===== src/rtl/zxbus_master.sv =====
`default_nettype none
// ============================================================================
// Module   : zxbus_master
// Purpose  : ZX bus initiator running single Z80 memory/IO cycles through the
//            multiplexed FCO latch path. Optional: ZXB_WAIT_TIMEOUT_EN.
// Revision : 1.0 - initial release
// ============================================================================
module zxbus_master #(
  parameter int T_SETUP  = 2,
  parameter int T_STROBE = 4,
  parameter int T_HOLD   = 1
) (
  input  logic        clk,
  input  logic        reset_n,
  input  logic        req,
  input  logic        req_rnw,
  input  logic        req_mni,
  input  logic [15:0] req_addr,
  input  logic [7:0]  req_wdata,
  output logic        ack,
  output logic [7:0]  rdata,
  output logic        z_busrq,
  input  logic        z_busak,
  input  logic        z_wait,
  output logic        z_mrq,
  output logic        z_iorq,
  output logic        z_rd,
  output logic        z_wr,
  output logic [7:0]  fco_out,
  output logic [1:0]  fco_sel,
  output logic        fco_le,
  output logic        fco_oe,
  input  logic [7:0]  fci_in
`ifdef ZXB_WAIT_TIMEOUT_EN
  ,
  output logic        err
`endif
);

  localparam logic [7:0] c_SETUP_LAST  = 8'(T_SETUP - 1);
  localparam logic [7:0] c_STROBE_LAST = 8'(T_STROBE - 1);
  localparam logic [7:0] c_HOLD_LAST   = 8'(T_HOLD - 1);

  typedef enum logic [3:0] {
    S_IDLE   = 4'd0,
    S_BUSRQ  = 4'd1,
    S_LAT_AL = 4'd2,
    S_LAT_AH = 4'd3,
    S_LAT_D  = 4'd4,
    S_SETUP  = 4'd5,
    S_STROBE = 4'd6,
    S_HOLD   = 4'd7,
    S_DONE   = 4'd8
  } state_t;

  state_t      r_state, w_state_nxt;
  logic [7:0]  r_cnt, w_cnt_nxt;
  logic        r_rnw, r_mni;
  logic [15:0] r_addr;
  logic [7:0]  r_wdata;
  logic        r_busak_meta, r_busak_sync;
  logic        r_wait_meta, r_wait_sync;
  logic        w_latch, w_capture, w_tmo_hit, w_tmo_end;
  logic [15:0] w_addr_cur;

  logic        w_ack_nxt, w_busrq_nxt, w_mrq_nxt, w_iorq_nxt, w_rd_nxt, w_wr_nxt;
  logic        w_le_nxt, w_oe_nxt;
  logic [7:0]  w_fco_out_nxt;
  logic [1:0]  w_fco_sel_nxt;

  always_ff @(posedge clk or negedge reset_n) begin
    if (!reset_n) begin
      r_busak_meta <= 1'b0;
      r_busak_sync <= 1'b0;
      r_wait_meta  <= 1'b0;
      r_wait_sync  <= 1'b0;
    end else begin
      r_busak_meta <= z_busak;
      r_busak_sync <= r_busak_meta;
      r_wait_meta  <= z_wait;
      r_wait_sync  <= r_wait_meta;
    end
  end

`ifdef ZXB_WAIT_TIMEOUT_EN
  logic [7:0] r_wcnt;
  logic       r_tmo;

  // Counts only the WAIT-extension cycles past the programmed strobe width.
  always_ff @(posedge clk or negedge reset_n) begin
    if (!reset_n) begin
      r_wcnt <= 8'd0;
      r_tmo  <= 1'b0;
    end else begin
      if (r_state != S_STROBE)
        r_wcnt <= 8'd0;
      else if (r_cnt == c_STROBE_LAST && r_wait_sync && !w_tmo_hit)
        r_wcnt <= r_wcnt + 8'd1;
      if (w_latch)
        r_tmo <= 1'b0;
      else if (w_tmo_end)
        r_tmo <= 1'b1;
    end
  end

  assign w_tmo_hit = (r_wcnt == 8'hFF);
`else
  assign w_tmo_hit = 1'b0;
`endif

  assign w_addr_cur = w_latch ? req_addr : r_addr;

  always_comb begin
    w_state_nxt = r_state;
    w_cnt_nxt   = r_cnt;
    w_latch     = 1'b0;
    w_capture   = 1'b0;
    w_tmo_end   = 1'b0;
    case (r_state)
      S_IDLE: begin
        if (req) begin
          w_latch     = 1'b1;
          w_state_nxt = S_BUSRQ;
        end
      end
      S_BUSRQ:  if (r_busak_sync) w_state_nxt = S_LAT_AL;
      S_LAT_AL: w_state_nxt = S_LAT_AH;
      S_LAT_AH: begin
        w_state_nxt = r_rnw ? S_SETUP : S_LAT_D;
        w_cnt_nxt   = 8'd0;
      end
      S_LAT_D: begin
        w_state_nxt = S_SETUP;
        w_cnt_nxt   = 8'd0;
      end
      S_SETUP: begin
        if (r_cnt == c_SETUP_LAST) begin
          w_state_nxt = S_STROBE;
          w_cnt_nxt   = 8'd0;
        end else begin
          w_cnt_nxt = r_cnt + 8'd1;
        end
      end
      S_STROBE: begin
        // Counter parks at terminal count while WAIT stretches the strobe.
        if (r_cnt != c_STROBE_LAST) begin
          w_cnt_nxt = r_cnt + 8'd1;
        end else if (!(r_wait_sync && !w_tmo_hit)) begin
          w_state_nxt = S_HOLD;
          w_cnt_nxt   = 8'd0;
          w_capture   = 1'b1;
          w_tmo_end   = r_wait_sync & w_tmo_hit;
        end
      end
      S_HOLD: begin
        if (r_cnt == c_HOLD_LAST) w_state_nxt = S_DONE;
        else                      w_cnt_nxt   = r_cnt + 8'd1;
      end
      S_DONE: begin
        if (req) begin
          w_latch     = 1'b1;
          w_state_nxt = S_LAT_AL;
        end else begin
          w_state_nxt = S_IDLE;
        end
      end
      default: w_state_nxt = S_IDLE;
    endcase

    // Outputs are registered from the next state so they align with it.
    w_ack_nxt     = (w_state_nxt == S_DONE);
    w_busrq_nxt   = (w_state_nxt != S_IDLE);
    w_mrq_nxt     = (w_state_nxt == S_STROBE) &&  r_mni;
    w_iorq_nxt    = (w_state_nxt == S_STROBE) && !r_mni;
    w_rd_nxt      = (w_state_nxt == S_STROBE) &&  r_rnw;
    w_wr_nxt      = (w_state_nxt == S_STROBE) && !r_rnw;
    w_oe_nxt      = !r_rnw && (w_state_nxt == S_LAT_D || w_state_nxt == S_SETUP ||
                               w_state_nxt == S_STROBE || w_state_nxt == S_HOLD);
    w_le_nxt      = 1'b0;
    w_fco_out_nxt = fco_out;
    w_fco_sel_nxt = fco_sel;
    case (w_state_nxt)
      S_LAT_AL: begin
        w_le_nxt      = 1'b1;
        w_fco_sel_nxt = 2'd0;
        w_fco_out_nxt = w_addr_cur[7:0];
      end
      S_LAT_AH: begin
        w_le_nxt      = 1'b1;
        w_fco_sel_nxt = 2'd1;
        w_fco_out_nxt = r_addr[15:8];
      end
      S_LAT_D: begin
        w_le_nxt      = 1'b1;
        w_fco_sel_nxt = 2'd2;
        w_fco_out_nxt = r_wdata;
      end
      default: ;
    endcase
  end

  always_ff @(posedge clk or negedge reset_n) begin
    if (!reset_n) begin
      r_state <= S_IDLE;
      r_cnt   <= 8'd0;
      r_rnw   <= 1'b0;
      r_mni   <= 1'b0;
      r_addr  <= 16'd0;
      r_wdata <= 8'd0;
      ack     <= 1'b0;
      rdata   <= 8'd0;
      z_busrq <= 1'b0;
      z_mrq   <= 1'b0;
      z_iorq  <= 1'b0;
      z_rd    <= 1'b0;
      z_wr    <= 1'b0;
      fco_out <= 8'd0;
      fco_sel <= 2'd0;
      fco_le  <= 1'b0;
      fco_oe  <= 1'b0;
    end else begin
      r_state <= w_state_nxt;
      r_cnt   <= w_cnt_nxt;
      if (w_latch) begin
        r_rnw   <= req_rnw;
        r_mni   <= req_mni;
        r_addr  <= req_addr;
        r_wdata <= req_wdata;
      end
      if (w_capture && r_rnw)
        rdata <= w_tmo_end ? 8'hFF : fci_in;
      ack     <= w_ack_nxt;
      z_busrq <= w_busrq_nxt;
      z_mrq   <= w_mrq_nxt;
      z_iorq  <= w_iorq_nxt;
      z_rd    <= w_rd_nxt;
      z_wr    <= w_wr_nxt;
      fco_out <= w_fco_out_nxt;
      fco_sel <= w_fco_sel_nxt;
      fco_le  <= w_le_nxt;
      fco_oe  <= w_oe_nxt;
    end
  end

`ifdef ZXB_WAIT_TIMEOUT_EN
  always_ff @(posedge clk or negedge reset_n) begin
    if (!reset_n) err <= 1'b0;
    else          err <= w_ack_nxt && r_tmo;
  end
`endif

endmodule
`default_nettype wire


===== config.mk =====
export PLATFORM = sky130hd
export DESIGN_NAME = zxbus_master
export DESIGN_NICKNAME = d
export VERILOG_FILES = /design/src/rtl/zxbus_master.sv
export SDC_FILE = /design/constraint.sdc
export NUM_CORES = 1
export LEC_CHECK = 0
export BUFFER_PORTS_ARGS = -buffer_cell sky130_fd_sc_hd__buf_2
export CAP_MARGIN = 20
export CELL_PAD_IN_SITES_DETAIL_PLACEMENT = 1
export CELL_PAD_IN_SITES_GLOBAL_PLACEMENT = 1
export CORE_MARGIN = 4
export CORE_UTILIZATION = 45
export CTS_CLUSTER_SIZE = 16
export DETAILED_ROUTE_END_ITERATION = 7
export PLACE_DENSITY_LB_ADDON = 0.2
export SLEW_MARGIN = 10
export SYNTH_ARGS = -nofsm -noshare
export SYNTH_HDL_FRONTEND = slang
export SYNTH_SLANG_ARGS = --single-unit
export TNS_END_PERCENT = 10

===== constraint.sdc =====
create_clock -name clk -period 4.2 [get_ports clk]
set_input_delay 0.84 -clock clk [delete_from_list [all_inputs] [get_ports clk]]
set_output_delay 0.84 -clock clk [all_outputs]
set_load 0.05 [all_outputs]

==> impl_metrics.tcl <==
set metrics [dict create \
    post_cts_resized 0 \
    setup_viol_count_final 0 \
    ys_dominant_reg_cell "dfrtp_1" \
    slew_worst_pin_ns 0.913 \
    synth.top_cells.by_area "dfrtp_1, mux2_2, mux2i_1, o21ba_2, a21boi_0" \
    worst_ep_arrival_time_ns 3.17 \
    floorplan.core_area_um2 6870 \
    mapped_nets 303 \
    routed-via-count 2391 \
    finalNonFillerCells 428 \
    clockBufferDepth 2 \
    port_buffers 64 \
    ioPinCount 65 \
    drv.max_cap_violation_count 0 \
    postSynthAreaPerCell_um2 12.3 \
    final.setup.worst_slack_ns 1.29 \
    postSynth.asyncResetShare_pct 100 \
    die_area_um2 8530 \
    dr.first_iter.drc_count 122 \
    cts_inserted_buffers 9 \
    setup_tns_ns 0 \
    synth_top_cell_by_area "dfrtp_1" \
    timing.hold.ws_ns 0.348 \
    grtUsageTotal_pct 19.4 \
    maximum_number_of_pins_on_one_net_before_global_route_repair 41 \
    routed_wire_length_per_instance_um 18.1 \
    power.leakage_nw 1.75 \
    fmax_ghz 0.343 \
    synthDominantCellAreaShare_pct 53.1 \
    status "complete, no violations" \
    cp_cell_sequence "and2b_2 -> a21o_1 -> a32o_2 -> nor4b_4 -> mux2i_1" \
    antenna_cells 0 \
    synth_seq_area_share_pct 53.1 \
    preCtsSetupSlack_ns 1.30 \
    syn_to_final_growth_pct 19.6 \
    crit_type "register to register" \
    cts.sink_count 68 \
    nets 369 \
    die_width_um 92.4 \
    grt_overflow_total 0 \
    clk_pin_slew_worst_paths_ns 0.07 \
    placed_cells 410 \
    drt_pass1_iterations 4 \
    cts-hold-fix-buffers 0 \
    crit_path_max_incr_delay_ns 0.82 \
    postSynthCellCount 261 \
    final-hold-violation-count 0 \
    worst-path-max-fanout 20 \
    timing.slew.headroom_pct 39.2 \
    netlist-cell-type-count 53 \
    post_synth_instance_area_um2 3200 \
    cp.required_ns 4.46 \
    viasPerCell 5.59 \
    initial_antenna_violation_count 0 \
    cts_tree "done" \
    initial_util_pct 46.6 \
    min-delay-path-class "register to register" \
    yosys-top-cells-count "dfrtp_1, mux2_2, a21oi_1" \
    finalClockSkew_ns 0.00676 \
    htree_levels 3 \
    chipHeight_um 92.4 \
    yosysMostFrequentCell "dfrtp_1" \
    critPathLaunchType "register" \
    synth_enable_flop_cells 0 \
    highest_ir_drop_seen_on_vdd_mv 0.403 \
    layout_worst_path_cycle_share_pct 69.3 \
    dp_hpwl_mm 5.36 \
    number_of_synthesized_register_bits 68 \
    min_period_ns 2.91 \
    critical_path.endpoint_type "register" \
    timing.final.max_slew_violations 0 \
    p_total_mw 3.19 \
    cts-root-buf "clkbuf_8" \
    post-route-drc-count 0 \
    drive_above_1_share_pct 42.5 \
    cp_slowest_cell "dfrtp_1" \
    routabilityCongestion 0.746 \
    clk-insertion-delay-late_ns 0.34 \
    synth-warning-count 0 \
    fp-row-count 30 \
    power_density_nw_per_um2 833 \
    grt_pass1_wl_mm 13.0 \
    final_antenna_net_count 0 \
    rsz0062_at_grt "false" \
    vias_in_the_first_global_route 2501 \
    post-cts-setup-buffer-count 0 \
    detail_route.wirelength_mm 7.76 \
]
## per-stage QoR
step | area (µm²) | util [%]
after floorplan | 3200 | -
after global placement | 3600 | 52.5
after detailed placement | 3600 | 52.5
after CTS | 3820 | 55.6
after global routing | 3830 | 55.8
final | 3830 | 55.8
## cell type report
class                   instances  area, µm²
clock inverters                 5       75.1
inverters                       8       30.0
clock buffers                  11        141
flip-flops and latches         68       1700
fillers                       757       3040
repair buffers                 69        355
multi-input cells             171       1410
well taps                      96        120
## cell usage in the layout, fill, tap and decap left out, types with 4 or more instances in the layout
cell type,netlist,final
mux2i_1,8,8
nor4b_1,5,4
a21boi_0,8,8
nand3_1,4,4
o21ba_2,8,8
nor2_1,8,8
a21oi_1,11,11
nor2b_1,4,4
clkbuf_8,0,10
a22o_1,4,4
inv_1,8,8
a22oi_1,8,8
nand2_1,7,7
mux2_2,34,34
buf_4,0,4
buf_2,6,64
nor4_1,5,4
o22ai_1,8,8
dfrtp_1,68,68
o21ai_0,6,6
## worst paths after layout
check,startpoint,slack [ns],to,cells after the start
max,r_state[3],1.29,fco_out[3],5
min,r_wait_meta,0.35,r_wait_sync,0
max reg2reg,r_state[3],1.29,fco_out[3],5
min reg2reg,r_wait_meta,0.35,r_wait_sync,0
max in group asynchronous,reset_n,2.67,r_state[1],2
min in group asynchronous,reset_n,0.63,r_state[3],1
## power by group
part | internal (mW) | leakage [nW] | total, mW | switching, mW
registers | 0.896 | 0.834 | 1.09 | 0.193
clock network | 0.348 | 0.113 | 0.587 | 0.239
logic | 0.613 | 0.805 | 1.52 | 0.904
total | 1.86 | 1.75 | 3.19 | 1.34
## layer usage
metal | global-route usage [%] | up-vias | share of wire, % | wire, µm
li1 | - | 1114 | - | -
met1 | 25.1 | 1214 | 44 | 3390
met2 | 32.3 | 57 | 51 | 3980
met3 | 5.44 | 6 | 4.1 | 320
met4 | 4.58 | 0 | 0.90 | 70
met5 | 0 | - | 0 | 0
## registers in the layout, summed over array words and instances (netlist names), 2 cells and up
name     count
r_cnt        8
r_addr      16
r_wdata      8
fco_sel      2
rdata        8
fco_out      8
r_state      4
## critical path: cells and delay by family (launching register included)
kind / cells / cell delay, ns
compound gates: 2 / 0.57
simple gates: 2 / 1.16
flops: 1 / 0.82
mux: 1 / 0.28
## kinds of logic after synthesis
| family | Yosys count | synth area share [%] |
|---|---|---|
| AOI/OAI and AO/OA | 67 | 15.4 |
| xor gates and xnor gates | 2 | 0.547 |
| adders and majority gates | 3 | 1.17 |
| buffers and inverters | 22 | 3.28 |
| DFF | 68 | 53.1 |
| muxes | 42 | 14.5 |
| and+or+nand+nor | 57 | 12.0 |
Power figures use the tool's default switching activity.
